<file path="config.mk">
export PLATFORM = sky130hd
export DESIGN_NAME = pwm_bank_flat
export DESIGN_NICKNAME = d
export VERILOG_FILES = /design/src/rtl/pwm_bank_pkg.sv /design/src/rtl/pwm_bank_if.sv /design/src/rtl/pwm_bank_channel.sv /design/src/rtl/pwm_bank.sv /design/src/flat_wrapper.sv
export SDC_FILE = /design/constraint.sdc
export NUM_CORES = 2
export LEC_CHECK = 0
export BUFFER_PORTS_ARGS = -buffer_cell sky130_fd_sc_hd__buf_4
export CAP_MARGIN = 20
export CORE_MARGIN = 2
export CORE_UTILIZATION = 45
export DETAILED_ROUTE_END_ITERATION = 6
export SLEW_MARGIN = 10
export SYNTH_ARGS = -nofsm -noshare
export SYNTH_HDL_FRONTEND = slang
export SYNTH_SLANG_ARGS = --single-unit
</file>
<file path="constraint.sdc">
create_clock -name clk -period 4.4 [get_ports clk]
set_clock_uncertainty 0.15 [all_clocks]
set_input_delay 0.88 -clock clk [delete_from_list [all_inputs] [get_ports clk]]
set_output_delay 0.88 -clock clk [all_outputs]
set_load 0.005 [all_outputs]
</file>
<file path="src/rtl/pwm_bank_pkg.sv">
// rtl/pwm_bank_pkg.sv - shared constants and helpers for the PWM bank
package pwm_bank_pkg;

    localparam logic MODE_EDGE   = 1'b0;
    localparam logic MODE_CENTER = 1'b1;
    localparam logic DIR_UP      = 1'b0;
    localparam logic DIR_DOWN    = 1'b1;

    function automatic int ch_w(input int n);
        return (n <= 1) ? 1 : $clog2(n);
    endfunction

endpackage

</file>
<file path="src/rtl/pwm_bank_if.sv">
// rtl/pwm_bank_if.sv - configuration write and sync bus of the PWM bank
interface pwm_bank_if import pwm_bank_pkg::*; #(
    parameter int NUM_CH = 4,
    parameter int CNT_W  = 32
);
    localparam int CH_W = ch_w(NUM_CH);

    logic             cfg_wr;
    logic [CH_W-1:0]  cfg_ch;
    logic [CNT_W-1:0] cfg_period;
    logic [CNT_W-1:0] cfg_duty;
    logic             cfg_enable;
    logic             cfg_polarity;
    logic             cfg_center;
    logic             sync_load;

    modport master (
        output cfg_wr, cfg_ch, cfg_period, cfg_duty,
        output cfg_enable, cfg_polarity, cfg_center, sync_load
    );

    modport slave (
        input cfg_wr, cfg_ch, cfg_period, cfg_duty,
        input cfg_enable, cfg_polarity, cfg_center, sync_load
    );

endinterface

</file>
<file path="src/rtl/pwm_bank_channel.sv">
// rtl/pwm_bank_channel.sv - one PWM channel: shadow/active sets, counter, compare, boundary
module pwm_bank_channel import pwm_bank_pkg::*; #(
    parameter int CNT_W = 32
) (
    input  logic             clk,
    input  logic             rst_n,
    input  logic             wr,
    input  logic             sync_load,
    input  logic [CNT_W-1:0] period,
    input  logic [CNT_W-1:0] duty,
    input  logic             enable,
    input  logic             polarity,
    input  logic             center,
    output logic             pwm_out,
    output logic             period_end,
    output logic             pending
);

    localparam logic [CNT_W-1:0] ONE = {{(CNT_W-1){1'b0}}, 1'b1};

    logic [CNT_W-1:0] sh_period, sh_duty, ac_period, ac_duty, cnt, last;
    logic             sh_en, sh_pol, sh_ctr, ac_en, ac_pol, ac_ctr, dir;
    logic             running, terminal, load, nx_run, raw;

    always_comb begin
        running = ac_en && (ac_period != '0);
        last    = ac_period - ONE;
        if (ac_ctr == MODE_EDGE)
            terminal = running && (cnt == last);
        else
            terminal = running && (cnt == '0) && (dir == DIR_DOWN);
        // Idle channels reload every cycle, so a fresh write starts without waiting for a boundary.
        load   = sync_load || !running || terminal;
        nx_run = wr ? (enable && (period != '0)) : (sh_en && (sh_period != '0));
        raw    = cnt < ac_duty;
    end

    always_ff @(posedge clk) begin
        if (!rst_n) begin
            sh_period  <= '0;
            sh_duty    <= '0;
            sh_en      <= 1'b0;
            sh_pol     <= 1'b0;
            sh_ctr     <= 1'b0;
            ac_period  <= '0;
            ac_duty    <= '0;
            ac_en      <= 1'b0;
            ac_pol     <= 1'b0;
            ac_ctr     <= 1'b0;
            cnt        <= '0;
            dir        <= DIR_UP;
            pwm_out    <= 1'b0;
            period_end <= 1'b0;
            pending    <= 1'b0;
        end else begin
            if (wr) begin
                sh_period <= period;
                sh_duty   <= duty;
                sh_en     <= enable;
                sh_pol    <= polarity;
                sh_ctr    <= center;
            end
            pwm_out <= running ? (raw ^ ac_pol) : ac_pol;
            if (load) begin
                ac_period  <= wr ? period   : sh_period;
                ac_duty    <= wr ? duty     : sh_duty;
                ac_en      <= wr ? enable   : sh_en;
                ac_pol     <= wr ? polarity : sh_pol;
                ac_ctr     <= wr ? center   : sh_ctr;
                cnt        <= '0;
                dir        <= DIR_UP;
                pending    <= 1'b0;
                period_end <= sync_load ? nx_run : terminal;
            end else begin
                pending    <= pending | wr;
                period_end <= 1'b0;
                if (ac_ctr == MODE_EDGE)
                    cnt <= cnt + ONE;
                else if (dir == DIR_DOWN)
                    cnt <= cnt - ONE;
                else if (cnt == last)
                    dir <= DIR_DOWN;
                else
                    cnt <= cnt + ONE;
            end
        end
    end

endmodule

</file>
<file path="src/rtl/pwm_bank.sv">
// rtl/pwm_bank.sv - multi-channel PWM bank: channel decode and sync fan-out
module pwm_bank import pwm_bank_pkg::*; #(
    parameter int NUM_CH = 4,
    parameter int CNT_W  = 32
) (
    input  logic              clk,
    input  logic              rst_n,
    pwm_bank_if.slave         cfg,
    output logic [NUM_CH-1:0] pwm_out,
    output logic [NUM_CH-1:0] period_end,
    output logic [NUM_CH-1:0] pending
);

    localparam int CH_W = ch_w(NUM_CH);

    for (genvar i = 0; i < NUM_CH; i++) begin : g_ch
        localparam logic [CH_W-1:0] IDX = CH_W'(i);
        // Out-of-range channel numbers match no instance and are dropped.
        logic wr_sel;
        assign wr_sel = cfg.cfg_wr && (cfg.cfg_ch == IDX);

        pwm_bank_channel #(.CNT_W(CNT_W)) u_ch (
            .clk        (clk),
            .rst_n      (rst_n),
            .wr         (wr_sel),
            .sync_load  (cfg.sync_load),
            .period     (cfg.cfg_period),
            .duty       (cfg.cfg_duty),
            .enable     (cfg.cfg_enable),
            .polarity   (cfg.cfg_polarity),
            .center     (cfg.cfg_center),
            .pwm_out    (pwm_out[i]),
            .period_end (period_end[i]),
            .pending    (pending[i])
        );
    end

endmodule

</file>
<file path="src/flat_wrapper.sv">
// flat-port wrapper written by rule: the top's interface ports become plain ports
module pwm_bank_flat import pwm_bank_pkg::*;
#(
    parameter int NUM_CH = 4,
    parameter int CNT_W  = 32
)
  (clk, rst_n, pwm_out, period_end, pending, cfg_cfg_wr, cfg_cfg_ch, cfg_cfg_period, cfg_cfg_duty, cfg_cfg_enable, cfg_cfg_polarity, cfg_cfg_center, cfg_sync_load);
  pwm_bank_if #(.NUM_CH(NUM_CH), .CNT_W(CNT_W)) cfg_i ();
  input  logic clk;
  input  logic rst_n;
  output logic [NUM_CH-1:0] pwm_out;
  output logic [NUM_CH-1:0] period_end;
  output logic [NUM_CH-1:0] pending;
  input wire logic [$bits(cfg_i.cfg_wr)-1:0] cfg_cfg_wr;
  input wire logic [$bits(cfg_i.cfg_ch)-1:0] cfg_cfg_ch;
  input wire logic [$bits(cfg_i.cfg_period)-1:0] cfg_cfg_period;
  input wire logic [$bits(cfg_i.cfg_duty)-1:0] cfg_cfg_duty;
  input wire logic [$bits(cfg_i.cfg_enable)-1:0] cfg_cfg_enable;
  input wire logic [$bits(cfg_i.cfg_polarity)-1:0] cfg_cfg_polarity;
  input wire logic [$bits(cfg_i.cfg_center)-1:0] cfg_cfg_center;
  input wire logic [$bits(cfg_i.sync_load)-1:0] cfg_sync_load;
  assign cfg_i.cfg_wr = cfg_cfg_wr;
  assign cfg_i.cfg_ch = cfg_cfg_ch;
  assign cfg_i.cfg_period = cfg_cfg_period;
  assign cfg_i.cfg_duty = cfg_cfg_duty;
  assign cfg_i.cfg_enable = cfg_cfg_enable;
  assign cfg_i.cfg_polarity = cfg_cfg_polarity;
  assign cfg_i.cfg_center = cfg_cfg_center;
  assign cfg_i.sync_load = cfg_sync_load;
  pwm_bank #(.NUM_CH(NUM_CH), .CNT_W(CNT_W)) u_core (.clk(clk), .rst_n(rst_n), .cfg(cfg_i), .pwm_out(pwm_out), .period_end(period_end), .pending(pending));
endmodule
</file>
==> run metrics <==
outcome=finished, final reports clean; Clock Sinks=680; Slew headroom=31.8%; post-route cell area=41100 µm²; Reg power frac=41.9%; Final Cycle Share=93.5%; most frequent cell after synthesis=dfxtp_1; Die Ht=289 µm; syn avg cell area=8.39 µm²; most frequent cells after synthesis=dfxtp_1 (680), nor2_1 (431), nand2_1 (351), a21oi_1 (224), mux2i_1 (219); Worst EP required=4790 ps; Post-synth EDFFs=0; starting DRC count in detailed routing=2888; Starting Density=45.5%; total power=15400 µW; Final ANT Viol Nets=0; Tmin final=4120 ps; Static Leakage=0.0169 µW; later-pin clock latency in the skew report=630 ps; Synth Instances=4373; syn_nets=4586; hold buffers post-CTS=0; Placeable Area=80500 µm²; asr flop ratio synth=0%; Routed WL=117000 µm; Gate power share=11.1%; TNS Setup=0 ps; routed len/inst=21.5 µm; vias per inst=5.82; antenna violations before repair=2; sw frac=25.6%; YS warnings=0; Post-CTS Resized=0; layout cells sized above 1=8.41%; max-slew violations=0; IO Pins=85; synthesis-to-layout area growth=12.1%; pin count of the biggest net entering global routing=116; Area contributors post-synth=dfxtp_1 (37%), mux2i_1 (6.0%), ha_1 (4.8%); max_cap viols=0; Peak VDD IR=0.000301 V; sw power=3950 µW; CP max FO=17; CTS tree=done; Root Driver=clkbuf_16; top cell type's share of synthesized area=37.1%; vias in the first global route=28900; total grt overflow=0; Setup crit start kind=flop; Crit. End Element=flop; Fill cells=7613; die footprint=83800 µm²; synthesized area=36700 µm²; worst-margin pin slew=1020 ps; Total GRT Usage=27.6%; first-pass GRT wire length=178000 µm; Post-synth top flop=dfxtp_1; fmax=0.243 GHz; Rows=104; final setup fails=0; RSZ-0062 raised after global routing=no; CTS Buffer Depth=3; Worst-path clk slew=60 ps; critical path class=reg2reg; Vias=31700; Fin. Hold Viols=0; Post-DP HPWL=81000 µm; CP Data Arrival Time=4500 ps; post-synthesis sequential area ratio=37.1%; I/O Buffers=84; post-synthesis cell type count=87; Pre-Repair DR Iteration Count=6; Synth area leader=dfxtp_1; Worst R2R Path Depth=10; Pint=11500 µW; Die X=289 µm; clock network fraction of total power=47.0%; total setup buffers inserted after CTS=0; TritonCTS Buffers=79; DRC=0; post-synthesis register bit count=680; hold path depth=2; htree depth=3; Layout Nets=4524; hold crit path type=reg2reg; gp weighted congestion=0.938; DP Area=38200 µm²; power per cell area=375 nW/µm²
-- area by class of cell --
| class | instances | area (µm²) | area share, % |
|---|---|---|---|
| Multi-Input combinational cell | 3210 | 21200 | 51.6 |
| Sequential cell | 680 | 13600 | 33.1 |
| Clock buffer | 112 | 2350 | 5.71 |
| Timing Repair Buffer | 164 | 1410 | 3.43 |
| Tap cell | 1060 | 1330 | 3.23 |
| Inverter | 176 | 668 | 1.63 |
| Clock inverter | 34 | 538 | 1.31 |
| Antenna cell | 2 | 5.00 | 0.0122 |
-- power groups by stage --
stage	clock network [µW]	registers, µW	logic (µW)
after floorplan	0	6540	1130
after global placement	0	6580	1680
after detailed placement	0	6590	1680
after CTS	7380	6450	1690
after global routing	7640	6470	1860
final	7250	6460	1710
-- layer usage --
metal | GRT usage (%) | up-vias | part of all wire [%]
met2 | 42.5 | 893 | 44
met1 | 38.9 | 15100 | 46
met3 | 4.48 | 182 | 6.3
met4 | 9.88 | 2 | 3.6
li1 | - | 15500 | -
met5 | 0 | - | 0.011
-- worst paths after layout --
kind / startpoint / end / slack (ps)
max reg2reg: u_core.g_ch[1].u_ch.ac_period[12]$_SDFFE_PN0P_ / u_core.g_ch[1].u_ch.cnt[7]$_SDFFE_PP0P_ / 280
max: u_core.g_ch[1].u_ch.ac_period[12]$_SDFFE_PN0P_ / u_core.g_ch[1].u_ch.cnt[7]$_SDFFE_PP0P_ / 280
min: u_core.g_ch[1].u_ch.ac_duty[11]$_SDFFE_PN0P_ / u_core.g_ch[1].u_ch.ac_duty[11]$_SDFFE_PN0P_ / 300
min reg2reg: u_core.g_ch[1].u_ch.ac_duty[11]$_SDFFE_PN0P_ / u_core.g_ch[1].u_ch.ac_duty[11]$_SDFFE_PN0P_ / 300
-- placed cells by master, fill, tap and decap left out, types with 51 or more instances in the layout --
cell and n:
xor2_1 83, a21oi_1 223, or3_1 108, nand2_1 349
nand3_1 131, ha_1 140, o31ai_1 77, nand2b_1 95
nand4_1 87, inv_1 175, and2_1 77, mux2_1 110
nor3_1 104, dfxtp_1 680, clkbuf_16 83, nor2_1 430
a21o_1 51, xnor2_1 101, buf_4 149, or4_1 52
mux2i_1 219, o21ai_0 172, nor4_1 111
-- state kept, by name, summed over array words and instances (netlist names) --
signal                       cells
u_core.g_ch.u_ch.ac_period     128
u_core.g_ch.u_ch.dir             4
u_core.g_ch.u_ch.pwm_out         4
u_core.g_ch.u_ch.sh_pol          4
u_core.g_ch.u_ch.sh_ctr          4
u_core.g_ch.u_ch.ac_ctr          4
u_core.g_ch.u_ch.sh_en           4
u_core.g_ch.u_ch.ac_duty       128
u_core.g_ch.u_ch.ac_pol          4
u_core.g_ch.u_ch.pending         4
u_core.g_ch.u_ch.sh_duty       128
u_core.g_ch.u_ch.cnt           128
u_core.g_ch.u_ch.ac_en           4
u_core.g_ch.u_ch.sh_period     128
u_core.g_ch.u_ch.period_end      4
-- logic make-up (layout without fill, tap and decap cells) --
logic type                 Yosys count  after routing  synth area share, %
adders and majority gates          140            140                 4.78
other                                0              2                    0
xor gates and xnor gates           185            185                 4.46
and+or+nand+nor                   1725           1725                 24.1
buffers and inverters              483            486                 5.31
AOI/OAI and AO/OA                  806            806                 14.1
DFF                                680            680                 37.1
muxes                              354            354                 10.1
-- worst max-delay path, stage by stage, from the launching register on --
cell,delay [ps]
dfxtp_1,390
nor4_1,600
nand2_1,340
or4_1,530
a221oi_1,480
nand3_1,160
a2111oi_2,270
buf_4,280
nand3_2,370
o21ai_0,260
mux2i_1,210
-- stage by stage --
step,util (%),setup slack [ps],hold slack (ps),instances
after floorplan,-,539,276,4373
after global placement,47.4,423,295,5290
after detailed placement,47.4,333,295,5290
after CTS,51.0,308,305,5436
after global routing,51.0,84.5,316,5436
final,51.0,285,303,5438
No activity file was read; power rests on OpenSTA's default activity.
